### config.mk
export PLATFORM = sky130hd
export DESIGN_NAME = diff_stage_flat
export DESIGN_NICKNAME = d
export VERILOG_FILES = /design/src/rtl/arima_pkg.sv /design/src/rtl/diff_stage_if.sv /design/src/rtl/qsub_sat.sv /design/src/rtl/diff_stage.sv /design/src/flat_wrapper.sv
export SDC_FILE = /design/constraint.sdc
export NUM_CORES = 1
export LEC_CHECK = 0
export BUFFER_PORTS_ARGS = -buffer_cell sky130_fd_sc_hd__buf_2
export CELL_PAD_IN_SITES_DETAIL_PLACEMENT = 0
export CELL_PAD_IN_SITES_GLOBAL_PLACEMENT = 1
export CORE_ASPECT_RATIO = 1.5
export CORE_UTILIZATION = 40
export CTS_CLUSTER_DIAMETER = 120
export DETAILED_ROUTE_END_ITERATION = 8
export PLACE_DENSITY_LB_ADDON = 0.1
export SYNTH_ARGS = -nofsm -noshare
export SYNTH_HDL_FRONTEND = slang
export SYNTH_SLANG_ARGS = --single-unit
### constraint.sdc
create_clock -name clk -period 7.45 [get_ports clk]
set_input_delay 1.49 -clock clk [delete_from_list [all_inputs] [get_ports clk]]
set_output_delay 1.49 -clock clk [all_outputs]
set_load 0.01 [all_outputs]
### src/rtl/arima_pkg.sv
// Shared ARIMA datapath definitions: sample format and signed-magnitude helpers.
`default_nettype none
package arima_pkg;
  localparam int N     = 32;
  localparam int Q     = 15;
  localparam int D_MAX = 2;
  localparam int DW    = $clog2(D_MAX + 1);

  typedef logic [N-1:0] sample_t;

  function automatic sample_t sm_neg(input sample_t a);
    return {~a[N-1], a[N-2:0]};
  endfunction

  function automatic logic sm_is_zero(input sample_t a);
    return (a[N-2:0] == '0);
  endfunction
endpackage
`default_nettype wire

### src/rtl/diff_stage_if.sv
// Streaming input/output handshake bundle for diff_stage.
`default_nettype none
interface diff_stage_if;
  import arima_pkg::*;

  logic    in_valid;
  logic    in_ready;
  sample_t in_data;
  logic    out_valid;
  logic    out_ready;
  sample_t out_data;
  logic    out_sat;

  modport master (
    output in_valid, in_data, out_ready,
    input  in_ready, out_valid, out_data, out_sat
  );

  modport slave (
    input  in_valid, in_data, out_ready,
    output in_ready, out_valid, out_data, out_sat
  );
endinterface
`default_nettype wire

### src/rtl/qsub_sat.sv
// Combinational signed-magnitude a - b with saturation to the largest magnitude.
`default_nettype none
module qsub_sat
  import arima_pkg::*;
(
  input  sample_t a,
  input  sample_t b,
  output sample_t result,
  output logic    sat
);
  sample_t       w_nb;
  logic          w_sa;
  logic          w_sb;
  logic          w_sign;
  logic [N-1:0]  w_ma;
  logic [N-1:0]  w_mb;
  logic [N-1:0]  w_mag;

  always_comb begin
    w_nb = sm_neg(b);
    w_sa = a[N-1];
    w_sb = w_nb[N-1];
    w_ma = {1'b0, a[N-2:0]};
    w_mb = {1'b0, w_nb[N-2:0]};
    if (w_sa == w_sb) begin
      w_mag  = w_ma + w_mb;
      w_sign = w_sa;
    end else if (w_ma >= w_mb) begin
      w_mag  = w_ma - w_mb;
      w_sign = w_sa;
    end else begin
      w_mag  = w_mb - w_ma;
      w_sign = w_sb;
    end

    sat = w_mag[N-1];
    if (sat) begin
      result = {w_sign, {(N-1){1'b1}}};
    end else begin
      result = {w_sign, w_mag[N-2:0]};
      // Never emit negative zero.
      if (sm_is_zero(result)) result = '0;
    end
  end
endmodule
`default_nettype wire

### src/rtl/diff_stage.sv
// d-th order differencing front end of the ARIMA pipeline with history anchors
// for the downstream inverse-differencing stage.
`default_nettype none
module diff_stage
  import arima_pkg::*;
(
  input  wire logic          clk,
  input  wire logic          rst,
  input  wire logic          cfg_load,
  input  wire logic [31:0]   d_order_in,
  diff_stage_if.slave        bus,
  output sample_t            anchor_0,
  output sample_t            anchor_1,
  output logic [DW-1:0]      d_order,
  output logic               cfg_err
);
  logic [D_MAX:1][N-1:0] r_prev;
  logic [D_MAX:1]        r_primed;

  logic [D_MAX:0][N-1:0] w_y;
  logic [D_MAX:0]        w_sat;
  logic [D_MAX:0]        w_chain;
  logic                  w_accept;
  logic [DW-1:0]         w_top;
  sample_t               w_sel_data;
  logic                  w_sel_sat;
  logic                  w_sel_ok;

  assign w_y[0]   = bus.in_data;
  assign w_sat[0] = 1'b0;

  generate
    for (genvar k = 1; k <= D_MAX; k++) begin : g_stage
      qsub_sat u_sub (
        .a      (w_y[k-1]),
        .b      (r_prev[k]),
        .result (w_y[k]),
        .sat    (w_sat[k])
      );
    end
  endgenerate

  assign bus.in_ready = !rst && !cfg_load && (!bus.out_valid || bus.out_ready);
  assign w_accept     = bus.in_valid && bus.in_ready;

  // Stage 1 always runs because it also produces anchor_1, even at order 0.
  assign w_top = (d_order == '0) ? DW'(1) : d_order;

  always_comb begin
    w_chain[0] = 1'b1;
    for (int k = 1; k <= D_MAX; k++) begin
      w_chain[k] = w_chain[k-1] & r_primed[k];
    end
    w_sel_data = w_y[0];
    w_sel_sat  = 1'b0;
    w_sel_ok   = 1'b1;
    for (int k = 1; k <= D_MAX; k++) begin
      if (k == int'(d_order)) begin
        w_sel_data = w_y[k];
        w_sel_sat  = w_sat[k];
        w_sel_ok   = w_chain[k];
      end
    end
  end

  always_ff @(posedge clk) begin
    if (rst) begin
      r_prev        <= '0;
      r_primed      <= '0;
      bus.out_valid <= 1'b0;
      bus.out_data  <= '0;
      bus.out_sat   <= 1'b0;
      anchor_0      <= '0;
      anchor_1      <= '0;
      d_order       <= '0;
      cfg_err       <= 1'b0;
    end else if (cfg_load) begin
      r_prev        <= '0;
      r_primed      <= '0;
      bus.out_valid <= 1'b0;
      bus.out_data  <= '0;
      bus.out_sat   <= 1'b0;
      anchor_0      <= '0;
      anchor_1      <= '0;
      d_order       <= (d_order_in > 32'(D_MAX)) ? DW'(D_MAX) : d_order_in[DW-1:0];
      cfg_err       <= (d_order_in > 32'(D_MAX));
    end else if (w_accept) begin
      // A stage only sees data once every stage below it is primed.
      for (int k = 1; k <= D_MAX; k++) begin
        if (k <= int'(w_top) && w_chain[k-1]) begin
          r_prev[k]   <= w_y[k-1];
          r_primed[k] <= 1'b1;
        end
      end
      bus.out_valid <= w_sel_ok;
      if (w_sel_ok) begin
        bus.out_data <= w_sel_data;
        bus.out_sat  <= w_sel_sat;
      end
      anchor_0 <= bus.in_data;
      if (r_primed[1]) anchor_1 <= w_y[1];
    end else if (bus.out_ready) begin
      bus.out_valid <= 1'b0;
    end
  end
endmodule
`default_nettype wire

### src/flat_wrapper.sv
// flat-port wrapper written by rule: the top's interface ports become plain ports
module diff_stage_flat import arima_pkg::*;
  (clk, rst, cfg_load, d_order_in, anchor_0, anchor_1, d_order, cfg_err, bus_in_valid, bus_in_data, bus_out_ready, bus_in_ready, bus_out_valid, bus_out_data, bus_out_sat);
  diff_stage_if bus_i ();
  input  wire logic clk;
  input  wire logic rst;
  input  wire logic cfg_load;
  input  wire logic [31:0] d_order_in;
  output sample_t anchor_0;
  output sample_t anchor_1;
  output logic [DW-1:0] d_order;
  output logic cfg_err;
  input wire logic [$bits(bus_i.in_valid)-1:0] bus_in_valid;
  input wire logic [$bits(bus_i.in_data)-1:0] bus_in_data;
  input wire logic [$bits(bus_i.out_ready)-1:0] bus_out_ready;
  output wire logic [$bits(bus_i.in_ready)-1:0] bus_in_ready;
  output wire logic [$bits(bus_i.out_valid)-1:0] bus_out_valid;
  output wire logic [$bits(bus_i.out_data)-1:0] bus_out_data;
  output wire logic [$bits(bus_i.out_sat)-1:0] bus_out_sat;
  assign bus_i.in_valid = bus_in_valid;
  assign bus_i.in_data = bus_in_data;
  assign bus_i.out_ready = bus_out_ready;
  assign bus_in_ready = bus_i.in_ready;
  assign bus_out_valid = bus_i.out_valid;
  assign bus_out_data = bus_i.out_data;
  assign bus_out_sat = bus_i.out_sat;
  diff_stage u_core (.clk(clk), .rst(rst), .cfg_load(cfg_load), .d_order_in(d_order_in), .bus(bus_i), .anchor_0(anchor_0), .anchor_1(anchor_1), .d_order(d_order), .cfg_err(cfg_err));
endmodule
==> results of run 1 <==
[area by class of cell]
| cell class | count | area [sq um] |
|---|---|---|
| flip-flops and latches | 167 | 3350 |
| multi-input cells | 1962 | 15000 |
| repair buffers | 1045 | 7910 |
| clock buffers | 22 | 474 |
| clock inverters | 10 | 215 |
| well taps | 570 | 713 |
| fillers | 3785 | 14500 |
| inverters | 196 | 756 |
[logic make-up (layout without fill, tap and decap cells)]
| kind of cell | after synthesis | count (layout) | share of synthesized area (%) |
|---|---|---|---|
| buffers and inverters | 359 | 1273 | 8.12 |
| AND/OR/NAND/NOR | 782 | 782 | 20.8 |
| flip-flops | 167 | 167 | 19.2 |
| multiplexers | 30 | 30 | 1.78 |
| AO/OA/AOI/OAI | 924 | 924 | 34.4 |
| adder cells (fa/ha/maj) | 192 | 192 | 14.0 |
| XOR/XNOR | 34 | 34 | 1.71 |
[timing repair]
action	in CTS	in global routing
pin swaps	117	105
cloned	1	2
gates resized for setup	293	168
endpoints found under the setup margin	33	33
setup buffers	62	42
[routing by layer]
layer,GRT usage (%),up-vias,wire length [um]
met5,0,-,0
met4,31.7,0,7610
met3,6.50,374,4280
met2,67.8,865,43800
met1,40.3,10923,32500
li1,-,10755,-
[worst reg2reg max path: cells and delay by family (launching register included)]
family	cells	cell delay [ns]
AO/OA/AOI/OAI	15	3.04
adder cells (fa/ha/maj)	2	0.48
buffers and inverters	10	1.45
flip-flops	1	0.46
multiplexers	1	0.24
AND/OR/NAND/NOR	6	1.26
[stage by stage]
step | setup TNS (ns) | power (mW) | cell area, sq um | utilization (%) | setup WS [ns]
2_1_floorplan | -0.609 | 1.70 | 17800 | - | -0.0393
5_1_grt | -7.25 | 4.16 | 28400 | 66.2 | -0.437
4_1_cts | -0.252 | 3.86 | 27300 | 63.7 | -0.234
3_3_place_gp | -51.43 | 2.54 | 24600 | 57.4 | -2.35
6_report | -2.73 | 4.01 | 28400 | 66.2 | -0.317
3_5_place_dp | -50.49 | 2.55 | 24600 | 57.4 | -2.24
[where the power goes]
group          internal, mW  total (mW)  switching, mW
Combinational         0.947        1.99           1.04
Sequential            0.903       0.918         0.0151
Clock                 0.660        1.10          0.440
[cell usage after synthesis (33+ instances only)]
cell type	instances
a211oi_1	85
a21o_1	44
a21oi_1	283
a31oi_1	49
clkbuf_1	121
dfxtp_1	167
ha_1	186
inv_1	195
nand2_1	272
nand3_1	33
nor2_1	233
nor2b_1	40
nor3_1	39
o21ai_0	170
o21bai_1	40
[worst paths after layout]
kind,slack [ns],endpoint
worst max-delay path,-0.32,u_core.bus.out_data[31]
worst min-delay path,0.45,u_core.anchor_0[15]
worst max register to register,0.40,u_core.bus.out_data[31]
worst min register to register,0.45,u_core.anchor_0[15]
[layout by cell type (no fill, tap or decap), types with 12 or more instances in the layout]
cell,Yosys,routed
o21ai_1,7,17
nand2b_1,23,22
nor2b_1,40,32
mux2i_1,22,14
a31oi_1,49,41
nor2_1,233,210
a21o_1,44,44
a211oi_1,85,74
o22ai_1,14,13
buf_6,2,38
o21bai_1,40,34
ha_1,186,139
o31ai_1,20,12
nand3_1,33,29
nand4_1,31,31
nor3_1,39,34
o21a_1,18,18
o21ai_0,170,147
nor4_1,27,21
a21oi_2,0,31
inv_1,195,163
buf_2,25,162
a21oi_1,283,244
buf_4,6,817
ha_4,0,40
o211ai_1,26,26
xnor2_1,30,18
or2_2,18,15
clkbuf_16,0,19
o221ai_2,0,23
nand2_1,272,258
nor2_2,1,17
inv_2,1,30
dfxtp_1,167,166
a211o_1,23,23
buf_12,0,18
[registers in the layout (all words and copies together) (netlist names)]
signal,count
u_core.anchor_0,32
u_core.anchor_1,32
u_core.bus.out_data,32
u_core.bus.out_sat,1
u_core.bus.out_valid,1
u_core.cfg_err,1
u_core.d_order,2
u_core.r_prev,64
u_core.r_primed,2
==> impl_metrics.tcl, run 1 <==
set metrics [dict create \
    core-area_sq_um 42900 \
    finalSetupViolations 30 \
    io_buffers 170 \
    max_freq_mhz 129 \
    drive_gt1_share_pct 42.6 \
    hpwl_um 68700 \
    die_h_um 258 \
    yosysSeqAreaShare_pct 19.2 \
    tightest_slew_ns 1.02 \
    gp_congestion 1.02 \
    hold_path.class "reg2reg" \
    ys_ff_latch 167 \
    ir_drop_uv 176 \
    power_leakage_nw 12.5 \
    gr-usage-all-layers_pct 38.8 \
    criticalPathCategory "in2reg" \
    num_vias 22917 \
    post-route-period-util_pct 104 \
    fin_crit_ns 7.77 \
    synthesis.nets 2749 \
    grt_start_max_net_pins 83 \
    worstSetupEndpointType "flop" \
    avgSynthCellArea_sq_um 7.01 \
    critPathRequiredTime_ns 7.80 \
    firstDrtPassIters 5 \
    cts-root-buf "clkbuf_16" \
    path_depth 36 \
    grt_setup_unrepaired "yes" \
    ioPinCount 171 \
    grt_pass1_vias 22930 \
    crit_path_top_delay_cell "nor4_4" \
    yosysTopAreaCell "dfxtp_1" \
    whs_ns 0.453 \
    postSynth.asyncResetShare_pct 0 \
    wl_per_cell_um 22.2 \
    cp-startpoint "bus_in_data[21]" \
    path_clk_slew_ns 0.07 \
    post_synth_main_area_contributors "dfxtp_1 (19%), ha_1 (13%), a21oi_1 (8.1%), nand2_1 (5.9%), nor2_1 (5.0%)" \
    diodes 0 \
    synth_edf_count 0 \
    insertion_delay_ns 0.48 \
    num_rows 93 \
    slew-limit-headroom_pct 31.7 \
    initial_utilization_pct 40.6 \
    yosys.area.top_type_share_pct 19.2 \
    clockBufferDepth 2 \
    fin_ws_ns -0.317 \
    whs_path_depth 2 \
    cpMostUsedCell "buf_12" \
    die_x_um 172 \
    drv_cap 0 \
    grt_pass1_wl_um 129000 \
    path_delay_family "compound AO/OA/AOI/OAI gates" \
    hold_violations 0 \
    slowest_delay_ns 0.51 \
    wl_um 88200 \
    slew_violations 0 \
    overflow 0 \
    viasPerCell 5.77 \
    syn_area_sq_um 17400 \
    critPathArrivalTime_ns 8.12 \
    antenna_found_initial 0 \
    fin_nets 3650 \
    violations "setup timing" \
    path_max_fanout 9 \
    r2r_start "u_core.r_prev[21]" \
    ant_nets 0 \
    synthesis.instances 2488 \
    hold_buffers 0 \
    drc_errors 0 \
    power_density_nw_per_um2 141 \
    dieArea_sq_um 44400 \
    layout.cells.non_filler 3972 \
    numCtsBuffers 17 \
    skew_ns 0.0150 \
    synth_ff_type "dfxtp_1" \
    ys_warn_count 0 \
    netlist-cell-type-count 89 \
    drt_iter0_markers 1453 \
    cts_tree "yes" \
    placedCellCount 3839 \
    worst_setup_path_start_kind "input port" \
    hp-start "u_core.anchor_0[15]" \
    clock_sinks 167 \
    status "finished, violations left" \
    critPathBufInv 12 \
    syn2layout_area_growth_pct 62.9 \
    htree_levels 4 \
    reg2regPathDepth 34 \
]
Note: power is estimated with default switching activity, not from simulation.
==> inputs of run 2 (changes only) <==
--- a/config.mk
+++ b/config.mk
@@ -13,6 +13,7 @@
 export CTS_CLUSTER_DIAMETER = 120
 export DETAILED_ROUTE_END_ITERATION = 8
 export PLACE_DENSITY_LB_ADDON = 0.1
+export SETUP_SLACK_MARGIN = 0.2
 export SYNTH_ARGS = -nofsm -noshare
 export SYNTH_HDL_FRONTEND = slang
 export SYNTH_SLANG_ARGS = --single-unit
==> impl_metrics.tcl, run 2 (synthesized netlist as in run 1, its figures left out) <==
set metrics [dict create \
    worstSetupEndpointType "flop" \
    violations "setup timing" \
    final_cell_mix "buf_4 (826), nand2_1 (262), a21oi_1 (240)" \
    hold_violations 0 \
    total_power_mw 3.81 \
    overflow 0 \
    seqCellArea_sq_um 3350 \
    utilization_pct 65.5 \
    num_vias 23055 \
    skew_ns 0.0166 \
    power_density_nw_per_um2 135 \
    slowest_delay_ns 0.37 \
    whs_ns 0.455 \
    drive_gt1_share_pct 42.3 \
    whs_path_depth 2 \
    wl_per_cell_um 22.1 \
    ioPinCount 171 \
    initial_utilization_pct 40.6 \
    power_leakage_nw 12.4 \
    firstDrtPassIters 5 \
    drv_cap 0 \
    largest_register "u_core.r_prev" \
    reg2reg_to "u_core.bus.out_data[31]" \
    path_clk_slew_ns 0.08 \
    gr-usage-all-layers_pct 39.1 \
    fin_ws_ns -0.278 \
    tightest_slew_ns 1.07 \
    criticalPathCategory "in2reg" \
    ir_drop_uv 177 \
    wl_um 87700 \
    fin_crit_ns 7.73 \
    antenna_found_initial 3 \
    grt_setup_unrepaired "yes" \
    cts_tree "yes" \
    num_rows 93 \
    grt_pass1_vias 23029 \
    critPathArrivalTime_ns 8.10 \
    syn2layout_area_growth_pct 61.4 \
    slew_violations 0 \
    largest_reg_flops 64 \
    die_h_um 258 \
    slew-limit-headroom_pct 29.0 \
    gp_congestion 1.04 \
    drt_iter0_markers 1441 \
    max_freq_mhz 129 \
    place_ws_ns -2.57 \
    r2r_slack_ns 0.39 \
    hold_buffers 0 \
    path_max_fanout 5 \
    ant_nets 0 \
    hpwl_um 68800 \
    grt_start_max_net_pins 84 \
    final_area_sq_um 28100 \
    numCtsBuffers 17 \
    insertion_delay_ns 0.49 \
    critPathRequiredTime_ns 7.82 \
    num-fill-cells 3871 \
    htree_levels 4 \
    dieArea_sq_um 44400 \
    cts-root-buf "clkbuf_16" \
    holdPathEnd "u_core.anchor_0[24]" \
    multiInputGateArea_sq_um 14900 \
    status "finished, violations left" \
    core-area_sq_um 42900 \
    r2r_start "u_core.r_prev[0]" \
    clock_sinks 167 \
    viasPerCell 5.80 \
    fin_nets 3650 \
    grt_pass1_wl_um 131000 \
    crit_path_top_delay_cell "fa_2" \
    drc_errors 0 \
    reg2regPathDepth 35 \
    hold_path.class "reg2reg" \
    postPlaceCellArea_sq_um 24500 \
    cpMostUsedCell "buf_4" \
    clockBufferDepth 2 \
    io_buffers 170 \
    hp-start "u_core.anchor_0[24]" \
    finalSetupViolations 28 \
    worst_setup_path_start_kind "input port" \
    post-route-period-util_pct 104 \
    die_x_um 172 \
    layout_commonest_cell "buf_4" \
]
## run 2: cell count changes in the layout (fill, tap and decap cells not counted), moves of 5 or more
cell	previous run	this run
bufinv_16	6	0
buf_4	817	826
inv_1	163	172
mux2i_1	14	19
a21oi_2	31	36
inv_2	30	20
## run 2: repair_timing
action                     CTS  global route
gates resized for setup    307           115
pin swaps                  111           122
setup buffers               86            24
gates cloned                 2             2
setup endpoints to repair   33            33
## run 2: worst max-delay path, delay by kind of cell
family          cells  cell delay, ns
compound gates     14            2.39
simple gates        9            1.76
buf+inv             9            1.37
fa+ha+maj           3            0.76
mux                 1            0.31
## run 2: metrics by stage
step | setup TNS (ns) | std cells
final | -3.60 | 3973
after global routing | -10.22 | 3973
after global placement | -52.55 | 3826
after detailed placement | -53.72 | 3826
after CTS | -0.428 | 3946
after floorplan | -0.615 | 2488
## run 2: where the power goes
| part | internal, mW | switching, mW | total [mW] |
|---|---|---|---|
| Clock | 0.447 | 0.489 | 0.936 |
| Sequential | 0.903 | 0.0168 | 0.919 |
| Combinational | 0.926 | 1.03 | 1.96 |
| Total | 2.28 | 1.54 | 3.81 |
## run 2: how the worst max path moves through the flow
stage | to | cells past startpoint | startpoint
after floorplan | u_core.bus.out_data[31] | 31 | bus_in_data[0]
after global placement | u_core.bus.out_data[31] | 36 | bus_in_data[0]
after detailed placement | u_core.bus.out_data[31] | 36 | bus_in_data[0]
after CTS | u_core.bus.out_data[31] | 37 | bus_in_data[0]
after global routing | u_core.bus.out_data[1] | 36 | bus_in_data[2]
final | u_core.bus.out_data[31] | 36 | bus_in_data[0]
## run 2: layout make-up
class                           count  share of cell area (%)
Timing Repair Buffer             1045                    27.9
Sequential cell                   167                    11.9
Inverter                          196                    2.69
Clock buffer                       17                    1.51
Clock inverter                     15                   0.551
Multi-Input combinational cell   1962                    52.9
Tap cell                          570                    2.53
Antenna cell                        1                 0.00889
## run 2: per-layer routing
| layer | global-route usage (%) | vias to the layer above | wire length (um) |
|---|---|---|---|
| met5 | 0 | - | 14 |
| met4 | 28.9 | 2 | 7180 |
| met3 | 5.13 | 369 | 4110 |
| met2 | 70.0 | 915 | 43700 |
| met1 | 41.3 | 10996 | 32700 |
| li1 | - | 10773 | - |
